$ cat src/rtl/ctrl_pipe_pkg.sv
// Control-bundle types shared by the decoder and the ID/EX/MEM/WB control pipeline.
// Each stage slice is kept as its own struct so stage registers carry only what is still needed.
package ctrl_pipe_pkg;

    typedef enum logic [3:0] {
        ALUOP_ADD = 4'd0,
        ALUOP_SUB = 4'd1,
        ALUOP_AND = 4'd2,
        ALUOP_OR  = 4'd3,
        ALUOP_XOR = 4'd4,
        ALUOP_SLT = 4'd5,
        ALUOP_SLL = 4'd6,
        ALUOP_SRL = 4'd7
    } aluctrl_t;

    typedef enum logic {
        ALUSRC_IMM = 1'b0,
        ALUSRC_REG = 1'b1
    } alusrc_t;

    typedef struct packed {
        aluctrl_t aluop;
        alusrc_t  alusrc;
    } ex_ctrl_t;

    typedef struct packed {
        logic is_branch;
        logic mem_re;
        logic mem_we;
    } mem_ctrl_t;

    typedef struct packed {
        logic reg_wr_en;
        logic is_mem_to_reg;
    } wb_ctrl_t;

    // q2_bits is the ID-stage slice: set for JAL, which redirects from ID.
    typedef struct packed {
        logic      q2_bits;
        ex_ctrl_t  q3;
        mem_ctrl_t q4;
        wb_ctrl_t  q5;
    } cpu_ctrl_t;

    localparam ex_ctrl_t  CTRL_BUBBLE_EX  = '{aluop: ALUOP_ADD, alusrc: ALUSRC_IMM};
    localparam mem_ctrl_t CTRL_BUBBLE_MEM = '0;
    localparam wb_ctrl_t  CTRL_BUBBLE_WB  = '0;

endpackage

$ cat src/rtl/ctrl_hazard.sv
// Load-use compare between the instruction in ID and a load sitting in EX.
// Purely combinational; all pipeline state lives in ctrl_pipe.
module ctrl_hazard #(
    parameter int REG_ADDR_W = 5,
    parameter int HAZARD_EN  = 1
) (
    input  logic                  i_id_valid,
    input  logic [REG_ADDR_W-1:0] i_id_rs1,
    input  logic [REG_ADDR_W-1:0] i_id_rs2,
    input  logic                  i_ex_valid,
    input  logic                  i_ex_mem_re,
    input  logic [REG_ADDR_W-1:0] i_ex_rd,
    output logic                  o_load_use
);

    generate
        if (HAZARD_EN != 0) begin : g_detect
            // x0 is hard-wired zero, so a load targeting it never produces a dependency.
            assign o_load_use = i_id_valid & i_ex_valid & i_ex_mem_re
                              & (i_ex_rd != '0)
                              & ((i_ex_rd == i_id_rs1) | (i_ex_rd == i_id_rs2));
        end else begin : g_off
            assign o_load_use = 1'b0;
        end
    endgenerate

endmodule

$ cat src/rtl/ctrl_pipe.sv
// Carries decoded control from ID through the EX, MEM and WB stage registers,
// with load-use stalling, branch/jump squashing and a saturating stall counter.
module ctrl_pipe
    import ctrl_pipe_pkg::*;
#(
    parameter int REG_ADDR_W = 5,
    parameter int HAZARD_EN  = 1,
    parameter int PERF_W     = 16
) (
    input  logic                  i_clk,
    input  logic                  i_rst,
    input  logic                  i_id_valid,
    input  cpu_ctrl_t             i_id_ctrl,
    input  logic [REG_ADDR_W-1:0] i_id_rs1,
    input  logic [REG_ADDR_W-1:0] i_id_rs2,
    input  logic [REG_ADDR_W-1:0] i_id_rd,
    input  logic                  i_mem_branch_taken,
    input  logic                  i_mem_jalr,
    output logic                  o_stall,
    output logic                  o_flush_ifid,
    output logic                  o_id_jal,
    output logic                  o_ex_valid,
    output aluctrl_t              o_ex_aluop,
    output alusrc_t               o_ex_alusrc,
    output logic [REG_ADDR_W-1:0] o_ex_rd,
    output logic                  o_mem_valid,
    output logic                  o_mem_is_branch,
    output logic                  o_mem_re,
    output logic                  o_mem_we,
    output logic [REG_ADDR_W-1:0] o_mem_rd,
    output logic                  o_wb_reg_wr_en,
    output logic                  o_wb_is_mem_to_reg,
    output logic [REG_ADDR_W-1:0] o_wb_rd,
    output logic [PERF_W-1:0]     o_stall_cnt
);

    logic                  ex_valid_q, ex_valid_d;
    ex_ctrl_t              ex_ctrl_q, ex_ctrl_d;
    mem_ctrl_t             ex_mem_q, ex_mem_d;
    wb_ctrl_t              ex_wb_q, ex_wb_d;
    logic [REG_ADDR_W-1:0] ex_rd_q, ex_rd_d;

    logic                  mem_valid_q, mem_valid_d;
    mem_ctrl_t             mem_ctrl_q, mem_ctrl_d;
    wb_ctrl_t              mem_wb_q, mem_wb_d;
    logic [REG_ADDR_W-1:0] mem_rd_q, mem_rd_d;

    wb_ctrl_t              wb_ctrl_q, wb_ctrl_d;
    logic [REG_ADDR_W-1:0] wb_rd_q, wb_rd_d;

    logic [PERF_W-1:0]     stall_cnt_q, stall_cnt_d;

    logic load_use;
    logic redirect;
    logic stall;
    logic id_advance;

    ctrl_hazard #(
        .REG_ADDR_W (REG_ADDR_W),
        .HAZARD_EN  (HAZARD_EN)
    ) u_hazard (
        .i_id_valid  (i_id_valid),
        .i_id_rs1    (i_id_rs1),
        .i_id_rs2    (i_id_rs2),
        .i_ex_valid  (ex_valid_q),
        .i_ex_mem_re (ex_mem_q.mem_re),
        .i_ex_rd     (ex_rd_q),
        .o_load_use  (load_use)
    );

    // Redirect outranks the hazard: the stalled instruction is on the wrong path anyway.
    always_comb begin
        redirect   = mem_valid_q & ((mem_ctrl_q.is_branch & i_mem_branch_taken) | i_mem_jalr);
        stall      = load_use & ~redirect;
        id_advance = i_id_valid & ~stall & ~redirect;
    end

    always_comb begin
        ex_valid_d  = 1'b0;
        ex_ctrl_d   = CTRL_BUBBLE_EX;
        ex_mem_d    = CTRL_BUBBLE_MEM;
        ex_wb_d     = CTRL_BUBBLE_WB;
        ex_rd_d     = '0;
        mem_valid_d = 1'b0;
        mem_ctrl_d  = CTRL_BUBBLE_MEM;
        mem_wb_d    = CTRL_BUBBLE_WB;
        mem_rd_d    = '0;
        stall_cnt_d = stall_cnt_q;

        if (id_advance) begin
            ex_valid_d = 1'b1;
            ex_ctrl_d  = i_id_ctrl.q3;
            ex_mem_d   = i_id_ctrl.q4;
            ex_wb_d    = i_id_ctrl.q5;
            ex_rd_d    = i_id_rd;
        end

        if (ex_valid_q && !redirect) begin
            mem_valid_d = 1'b1;
            mem_ctrl_d  = ex_mem_q;
            mem_wb_d    = ex_wb_q;
            mem_rd_d    = ex_rd_q;
        end

        // MEM has already resolved, so it always retires regardless of redirect.
        wb_ctrl_d = mem_wb_q;
        wb_rd_d   = mem_rd_q;

        if (stall && (stall_cnt_q != '1)) begin
            stall_cnt_d = stall_cnt_q + 1'b1;
        end
    end

    always_ff @(posedge i_clk) begin
        if (i_rst) begin
            ex_valid_q  <= 1'b0;
            ex_ctrl_q   <= CTRL_BUBBLE_EX;
            ex_mem_q    <= CTRL_BUBBLE_MEM;
            ex_wb_q     <= CTRL_BUBBLE_WB;
            ex_rd_q     <= '0;
            mem_valid_q <= 1'b0;
            mem_ctrl_q  <= CTRL_BUBBLE_MEM;
            mem_wb_q    <= CTRL_BUBBLE_WB;
            mem_rd_q    <= '0;
            wb_ctrl_q   <= CTRL_BUBBLE_WB;
            wb_rd_q     <= '0;
            stall_cnt_q <= '0;
        end else begin
            ex_valid_q  <= ex_valid_d;
            ex_ctrl_q   <= ex_ctrl_d;
            ex_mem_q    <= ex_mem_d;
            ex_wb_q     <= ex_wb_d;
            ex_rd_q     <= ex_rd_d;
            mem_valid_q <= mem_valid_d;
            mem_ctrl_q  <= mem_ctrl_d;
            mem_wb_q    <= mem_wb_d;
            mem_rd_q    <= mem_rd_d;
            wb_ctrl_q   <= wb_ctrl_d;
            wb_rd_q     <= wb_rd_d;
            stall_cnt_q <= stall_cnt_d;
        end
    end

    always_comb begin
        o_stall            = stall;
        o_id_jal           = id_advance & i_id_ctrl.q2_bits;
        o_flush_ifid       = redirect | o_id_jal;
        o_ex_valid         = ex_valid_q;
        o_ex_aluop         = ex_ctrl_q.aluop;
        o_ex_alusrc        = ex_ctrl_q.alusrc;
        o_ex_rd            = ex_rd_q;
        o_mem_valid        = mem_valid_q;
        o_mem_is_branch    = mem_ctrl_q.is_branch;
        o_mem_re           = mem_ctrl_q.mem_re;
        o_mem_we           = mem_ctrl_q.mem_we;
        o_mem_rd           = mem_rd_q;
        o_wb_reg_wr_en     = wb_ctrl_q.reg_wr_en;
        o_wb_is_mem_to_reg = wb_ctrl_q.is_mem_to_reg;
        o_wb_rd            = wb_rd_q;
        o_stall_cnt        = stall_cnt_q;
    end

endmodule

$ cat config.mk
export PLATFORM = sky130hd
export DESIGN_NAME = ctrl_pipe
export DESIGN_NICKNAME = d
export VERILOG_FILES = /design/src/rtl/ctrl_pipe_pkg.sv /design/src/rtl/ctrl_hazard.sv /design/src/rtl/ctrl_pipe.sv
export SDC_FILE = /design/constraint.sdc
export NUM_CORES = 1
export LEC_CHECK = 0
export CORE_UTILIZATION = 40
export CTS_CLUSTER_DIAMETER = 120
export DETAILED_ROUTE_END_ITERATION = 7
export HOLD_SLACK_MARGIN = 0.06
export PLACE_DENSITY_LB_ADDON = 0.08
export REMOVE_ABC_BUFFERS = 1
export SYNTH_ARGS = -nofsm -noshare
export SYNTH_HDL_FRONTEND = slang
export SYNTH_SLANG_ARGS = --single-unit
$ cat constraint.sdc
create_clock -name i_clk -period 2.8 [get_ports i_clk]
set_clock_uncertainty 0.2 [all_clocks]
set_input_delay 0.56 -clock i_clk [delete_from_list [all_inputs] [get_ports i_clk]]
set_output_delay 0.56 -clock i_clk [all_outputs]
set_load 0.05 [all_outputs]
**Word-level counts from Yosys, hierarchy flattened**

Index checks and enable logic that the tools add are counted.

- $add $sub $neg: 1
- Equality and inequality tests: 3
- Multiplexer cells: 2
- Bitwise gates (word level): 17
- Reduce and logical (&&, ||, !) cells: 6

Operators by type and width:

| cell | count |
|---|---|
| $add 16x1->16 const B | 1 |
| $ne 16x16->1 const B | 1 |
| $and 1x1->1 | 10 |
| $eq 5x5->1 | 2 |
| $reduce_bool 5->1 | 1 |
| $not 1->1 | 4 |
| $reduce_or 2->1 | 2 |
| $or 1x1->1 | 3 |
| $logic_and 1x1->1 | 2 |
| $mux 1 | 2 |
| $logic_not 1->1 | 1 |

- Register bits after elaboration: 50
- Input port bits: 31
- Output and inout port bits: 46

**Logic depth before layout (Yosys ltp)**

Gate-level depths: netlist of the first run.

- Depth after elaboration: 10
- Depth in mapped cells: 7
- Depth with buffers taken out: 6

**Cells and area by module**

Synthesis of the first run repeated with hierarchy kept, for this count alone.

- Cells, all modules: 198
- Area, all modules: 1946.9 sq um

By module, submodules not included:

| module | times used | cells an instance | area an instance (sq um) | seq. area each (sq um) |
|---|---|---|---|---|
| ctrl_pipe | 1 | 181 | 1818.0 | 1001.0 |
| ctrl_hazard | 1 | 17 | 128.9 | 0.0 |

**Worst setup path before layout of the first run**

No wires, ideal clock.

- Path kind: register to output
- Start: register ex_rd_q[0], in the netlist o_ex_rd[0]
- End: output port o_flush_ifid
- Arrival: 2.977 ns
- Path slack: -0.937 ns
- Stages on the path, launching flop included: 8
- Path through: dfxtp_1 > xnor2_1 > nand3_1 > o22a_1 > buf_6 > buf_4 > nor2_1 > o21ai_0

- Word-level cells in the longest chain between the ends: 9

Ends and longest elaborated chain:

| what | line | text |
|---|---|---|
| start: declaration | ctrl_pipe.sv:41 | `logic [REG_ADDR_W-1:0] ex_rd_q, ex_rd_d;` |
| start signal: assignment | ctrl_pipe.sv:133 | `ex_rd_q <= ex_rd_d;` |
| $eq 5x5->1 or $reduce_bool 5->1 (tied branches) | ctrl_hazard.sv:21, ctrl_hazard.sv:20 |  |
| $or 1x1->1 or $and 1x1->1 (tied branches) | ctrl_hazard.sv:21, ctrl_hazard.sv:20 |  |
| $and 1x1->1 (*) | ctrl_hazard.sv:21 | `& ((i_ex_rd == i_id_rs1) \| (i_ex_rd == i_id_rs2));` |
| $and 1x1->1 (*) | ctrl_pipe.sv:74 | `stall = load_use & ~redirect;` |
| via o_stall | ctrl_pipe.sv:19 | `output logic o_stall,` |
| $not 1->1 (*) | ctrl_pipe.sv:75 | `id_advance = i_id_valid & ~stall & ~redirect;` |
| $and 1x1->1 (*) (2 in series) | ctrl_pipe.sv:75 |  |
| $and 1x1->1 (*) | ctrl_pipe.sv:146 | `o_id_jal = id_advance & i_id_ctrl.q2_bits;` |
| $or 1x1->1 (*) | ctrl_pipe.sv:147 | `o_flush_ifid = redirect \| o_id_jal;` |
| end: declaration | ctrl_pipe.sv:20 | `output logic o_flush_ifid,` |

The timed path passes the listed nets; every way through them passes the cells marked *.

**Worst setup path in the final report of the first run**

- Start: input port i_id_rs1[0]
- End: output port o_stall

- Word-level cells in the longest chain between the ends: 4

Ends and longest elaborated chain:

| what | line | text |
|---|---|---|
| start: declaration | ctrl_pipe.sv:14 | `input logic [REG_ADDR_W-1:0] i_id_rs1,` |
| $eq 5x5->1 | ctrl_hazard.sv:21 |  |
| $or 1x1->1 | ctrl_hazard.sv:21 |  |
| $and 1x1->1 | ctrl_hazard.sv:21 |  |
| $and 1x1->1 | ctrl_pipe.sv:74 |  |
| end: declaration | ctrl_pipe.sv:19 |  |

No other way between the ends.

==> out/qor.yml, run 1 <==
routing:
  via_per_inst: 5.05
  drtIter0Drc: 127
  wl_um: 4830
  drtPass1Iterations: 4
  vias: 1818
  drc: 0
  final_antenna_net_count: 0
  avgRoutedWirePerCell_um: 13.4
global_routing:
  grt_usage_pct: 18.8
  grt_pass1_wl_um: 7710
  use_met1_pct: 23.8
  antenna_found_initial: 0
  grt_pass1_vias: 1630
  grt-busiest-layer: "met2"
  gr-usage-met3_pct: 5.01
  grt_max_degree: 30
  grt_use_met2_pct: 30.2
  overflow: 0
sta:
  max_freq_mhz: 365
  finalSetupViolCount: 0
  finalSetupTns_ns: 0
  worst_pin_slew_ns: 0.868
  hold_viol: 0
  relSlewSlack_pct: 42.1
  min_period_ns: 2.74
  final.period_utilization_pct: 97.8
  worst_slack_ns: 0.0617
  report.final.slew_viol_count: 0
worst_setup_path:
  slowest_delay_ns: 0.47
  worstPathArrival_ns: 1.98
  cp_slowest_cell: "clkdlybuf4s50_1"
  cp_cell_sequence: "clkdlybuf4s50_1 > xnor2_1 > nand3_1 > o22a_1 > nor2_4 > buf_6 > buf_12"
  critPathKind: "primary input to output port"
  cp_max_fo: 3
  crit_path_end_kind: "output port"
  cp.required_ns: 2.04
  crit_buf_inv: 3
  cp_top_family: "buffers and inverters"
  worst_setup_path_start_kind: "primary input"
clock_network:
  postCtsSetupBuffers: 0
  numCtsBuffers: 5
  clockRootBuffer: "clkbuf_8"
  cts_tree: "yes"
  clkTransAtPathRegs_ns: 0.10
  clock_latency_ns: 0.31
  clockBufferDepth: 2
  htree_levels: 2
  cts.sinks: 50
synth:
  synthFlopType: "dfxtp_1"
  ys_top_cells_by_area: "dfxtp_1 48%, and2_1 7.8%, xnor2_1 4.2%"
  seq_area_frac_synth_pct: 48.2
  syn_area_um2: 2080
  synth_edf_count: 0
  yosys.area.top_type_share_pct: 48.2
  yosys_warnings: 0
  ys_types: 37
  async_flop_share_pct: 0
  postSynthAreaPerCell_um2: 9.80
  synth_seq_cells: 50
  synth_cells: 212
  yosys.area.top_type: "dfxtp_1"
finish:
  nFillCells: 407
  fin_nets: 324
  layout-drive-gt1-share_pct: 11.6
  syn_to_final_growth_pct: 47.6
  antenna_cells: 0
  largest_register_ffs: 16
  design_area_um2: 3070
placement:
  post_dp_cell_area_um2: 2950
  io_buffers: 76
  gp_congestion: 0.785
  hpwl_um: 3490
  dpl_worst_slack_ns: -0.0661
hold_path:
  hold_path_class: "flip-flop to flip-flop"
floorplan:
  start_util_pct: 42.9
  num_rows: 25
  ios: 77
  dieArea_um2: 5490
  fp.dieH_um: 74.1
  die_width_um: 74.1
  core_um2: 4850
power_and_ir_drop:
  ir_worst_vdd_v: 0.000360
  power_leakage_uw: 0.00109
  cellPowerDensity_nw_per_um2: 438
job:
  drv_cap: 0
outcome:
  status: "finished clean"
-- cells by family (layout without fill, tap and decap cells) --
group	Yosys count	count (layout)	synth area share [%]
simple gates	104	104	30.8
mux	5	5	3.61
flops	50	50	48.2
fa+ha+maj	1	1	0.602
compound gates	30	30	9.33
buf+inv	12	93	3.25
xor+xnor	10	10	4.21
-- synthesized netlist by cell type, types with 3 or more instances --
cell type  number
dfxtp_1        50
and2_1         26
nor2b_1        12
a21oi_1        11
nand4_1        11
xnor2_1        10
nor2_1          9
clkbuf_1        7
nand2_1         7
o21ai_0         7
and3_1          6
nand3_1         6
nor3_1          6
mux2_4          5
or3_1           5
or4_1           5
o31ai_1         4
nor3_2          3
-- per-stage QoR --
stage	utilization, %	std cells	power [µW]	hold slack [ns]
after floorplan	-	201	822	0.206
after global placement	60.8	352	908	0.208
after detailed placement	60.8	352	911	0.212
after CTS	63.0	360	1360	0.240
after global routing	63.3	360	1400	0.268
final	63.3	360	1340	0.234
-- cells in the final DEF, fill, tap and decap left out, types with 6 or more instances in the layout --
master           count
clkdlybuf4s50_1     73
dfxtp_1             50
and2_1              26
nor2b_1             12
a21oi_1             11
nand4_1             11
xnor2_1             10
nor2_1               8
nand2_1              7
buf_4                7
nand3_1              6
nor3_1               6
and3_1               6
o21ai_0              6
-- power by group --
part / internal, µW / switching, µW / total, µW
sequential: 723 / 7.75 / 730
clock: 187 / 262 / 449
combinational: 81.3 / 82.9 / 164
total: 991 / 353 / 1340
-- metal layers --
| layer | share of wire, % | wire length, µm |
|---|---|---|
| met5 | 0 | 0 |
| met4 | 1.7 | 82 |
| met3 | 6.5 | 313 |
| met2 | 46 | 2200 |
| met1 | 46 | 2230 |
-- cell type report --
type | count | area (µm²) | share of cell area [%]
inverters | 1 | 3.75 | 0.122
clock inverters | 3 | 28.8 | 0.938
clock buffers | 5 | 68.8 | 2.24
well taps | 67 | 83.8 | 2.73
repair buffers | 84 | 855 | 27.9
multi-input cells | 150 | 1030 | 33.5
flip-flops and latches | 50 | 1000 | 32.6
-- final timing paths --
| check | startpoint | end | slack (ns) | cells after the start |
|---|---|---|---|---|
| max | i_id_rs1[0] | o_stall | 0.06 | 7 |
| min | ex_mem_q[2] | o_mem_is_branch | 0.23 | 1 |
| max reg2reg | o_stall_cnt[2] | o_stall_cnt[7] | 0.48 | 5 |
| min reg2reg | ex_mem_q[2] | o_mem_is_branch | 0.23 | 1 |
-- repair_timing --
item / in CTS / in global routing
resized for setup: 3 / 3
hold buffers: 0 / 0
pin swaps: 0 / 3
setup endpoints to repair: 3 / 2
Power figures use the tool's default switching activity.
==> run 2, diff against run 1 <==
- SLEW_MARGIN: default -> 10
==> results of run 2 <==
Same layout as run 1: the final DEF is identical, and so are final timing and power.
==> run 3, diff against run 2 <==
- REMOVE_ABC_BUFFERS: 1 -> default
==> out/qor.yml, run 3 (same netlist as run 1, synthesis figures left out) <==
outcome:
  status: "finished clean"
finish:
  largest_register_ffs: 16  # unchanged
  antenna_cells: 0  # unchanged
  final_util_pct: 63.7  # +0.44 points
  final_cell_mix: "68 x clkdlybuf4s50_1, 50 x dfxtp_1, 26 x and2_1"
  fin_nets: 323  # -0.31%
  layout-drive-gt1-share_pct: 11.0  # -0.65 points
  layout_commonest_cell: "clkdlybuf4s50_1"
  syn_to_final_growth_pct: 48.6
sta:
  min_period_ns: 2.74  # +0.00145 ns
  worst_pin_slew_ns: 0.883  # +0.0147 ns
  hold_viol: 0  # unchanged
  finalSetupViolCount: 0  # unchanged
  rsz0062_at_grt: "false"
  finalSetupTns_ns: 0  # unchanged
  report.final.slew_viol_count: 0  # unchanged
  relSlewSlack_pct: 41.1  # -0.98 points
  final.period_utilization_pct: 97.8  # about the same
  max_freq_mhz: 365  # about the same
  worst_slack_ns: 0.0602  # -0.00145 ns
global_routing:
  grt_usage_pct: 18.8  # about the same
  grt_pass1_vias: 1601  # -1.8%
  overflow: 0  # unchanged
  grt_pass1_wl_um: 7730  # +0.18%
  antenna_found_initial: 0  # unchanged
  grt_max_degree: 30  # unchanged
floorplan:
  dieArea_um2: 5490  # unchanged
  die_width_um: 74.1  # unchanged
  fp.dieH_um: 74.1  # unchanged
  num_rows: 25  # unchanged
  ios: 77  # unchanged
  start_util_pct: 42.9  # unchanged
  core_um2: 4850  # unchanged
worst_setup_path:
  worst_setup_path_start_kind: "primary input"
  worstPathArrival_ns: 1.98  # about the same
  slowest_delay_ns: 0.47  # about the same
  critPathKind: "primary input to output port"
  cp_max_fo: 3  # unchanged
  cp.required_ns: 2.04  # about the same
  cp_slowest_cell: "clkdlybuf4s50_1"
  crit_path_end_kind: "output port"
  cp_cell_sequence: "clkdlybuf4s50_1 > xnor2_1 > nand3_1 > o22a_2 > nor2_4 > buf_6 > buf_12"
power_and_ir_drop:
  pwr-share-clk_pct: 35.6  # +2.2 points
  p_sw_uw: 318  # -9.7%
  seq_power_share_pct: 52.6  # -1.8 points
  cellPowerDensity_nw_per_um2: 450  # +2.7%
  ir_worst_vdd_v: 0.000281  # -22%
  power_leakage_uw: 0.00113  # +4.0%
  netSwitchingFraction_pct: 22.9  # -3.3 points
  p_int_uw: 1070  # +8.1%
  combinationalPowerShare_pct: 11.8  # -0.4 points
routing:
  wl_um: 4770  # -1.2%
  vias: 1767  # -2.8%
  final_antenna_net_count: 0  # unchanged
  drtIter0Drc: 120  # -5.5%
  via_per_inst: 4.92  # -2.5%
  avgRoutedWirePerCell_um: 13.3  # -0.93%
  drc: 0  # unchanged
  drtPass1Iterations: 4  # unchanged
clock_network:
  numCtsBuffers: 5  # unchanged
  htree_levels: 2  # unchanged
  clockRootBuffer: "clkbuf_8"
  cts.sinks: 50  # unchanged
  clkTransAtPathRegs_ns: 0.09  # about the same
  cts_tree: "yes"
  clock_latency_ns: 0.30  # about the same
  clockBufferDepth: 2  # unchanged
placement:
  gp_congestion: 0.737  # -6.2%
  io_buffers: 76  # unchanged
  dpl_worst_slack_ns: -0.0171  # +0.0490 ns
  hpwl_um: 3470  # -0.80%
synth:
  syn-num-nets: 244
hold_path:
  hold_path_class: "flip-flop to flip-flop"
job:
  drv_cap: 0  # unchanged
-- run 3: power by group through the flow --
| stage | combinational [µW] | clock [µW] | sequential (µW) |
|---|---|---|---|
| 6_report | 165 | 494 | 731 |
| 5_1_grt | 175 | 534 | 733 |
| 4_1_cts | 166 | 504 | 731 |
| 3_5_place_dp | 165 | 0 | 748 |
| 3_3_place_gp | 162 | 0 | 748 |
| 2_1_floorplan | 56.2 | 0 | 777 |
-- run 3: timing repair --
item	4_1_cts	5_1_grt
pin swaps	1	8
resized for setup	1	6
hold buffers	0	0
setup endpoints to repair	2	3
buffers inserted	0	1
-- run 3: area by class of cell --
cell class                      instances  area, µm²
Clock inverter                          1       30.0
Tap cell                               67       83.8
Sequential cell                        50       1000
Timing Repair Buffer                   83        860
Clock buffer                            7       76.3
Inverter                                1       3.75
Fill cell                             407       1760
Multi-Input combinational cell        150       1030
-- run 3: final timing paths --
kind	cells past startpoint	from	endpoint	slack, ns
min	1	ex_wb_q[1]	mem_wb_q[1]	0.23
max reg2reg	5	o_stall_cnt[3]	o_stall_cnt[5]	0.52
min reg2reg	1	ex_wb_q[1]	mem_wb_q[1]	0.23
max	7	i_id_rs2[0]	o_stall	0.06
-- run 3: through the flow --
stage	std cells	cell area [µm²]	power, µW	hold slack (ns)
4_1_cts	358	3060	1400	0.230
3_5_place_dp	350	2960	912	0.211
6_report	359	3090	1390	0.229
2_1_floorplan	212	2100	834	0.206
5_1_grt	359	3090	1440	0.248
3_3_place_gp	350	2960	910	0.211
-- run 3: per-layer routing --
| layer | GRT usage (%) | routed length [µm] | vias up |
|---|---|---|---|
| met2 | 27.8 | 2200 | 55 |
| met3 | 5.01 | 264 | 8 |
| met4 | 7.26 | 80 | 0 |
| li1 | - | - | 907 |
| met5 | 0 | 0 | - |
| met1 | 26.0 | 2230 | 797 |
-- run 3: worst max-delay path, delay by kind of cell --
| family | cells | cell delay [ns] |
|---|---|---|
| buf+inv | 3 | 0.72 |
| simple gates | 2 | 0.31 |
| compound gates | 1 | 0.27 |
| xor+xnor | 1 | 0.12 |
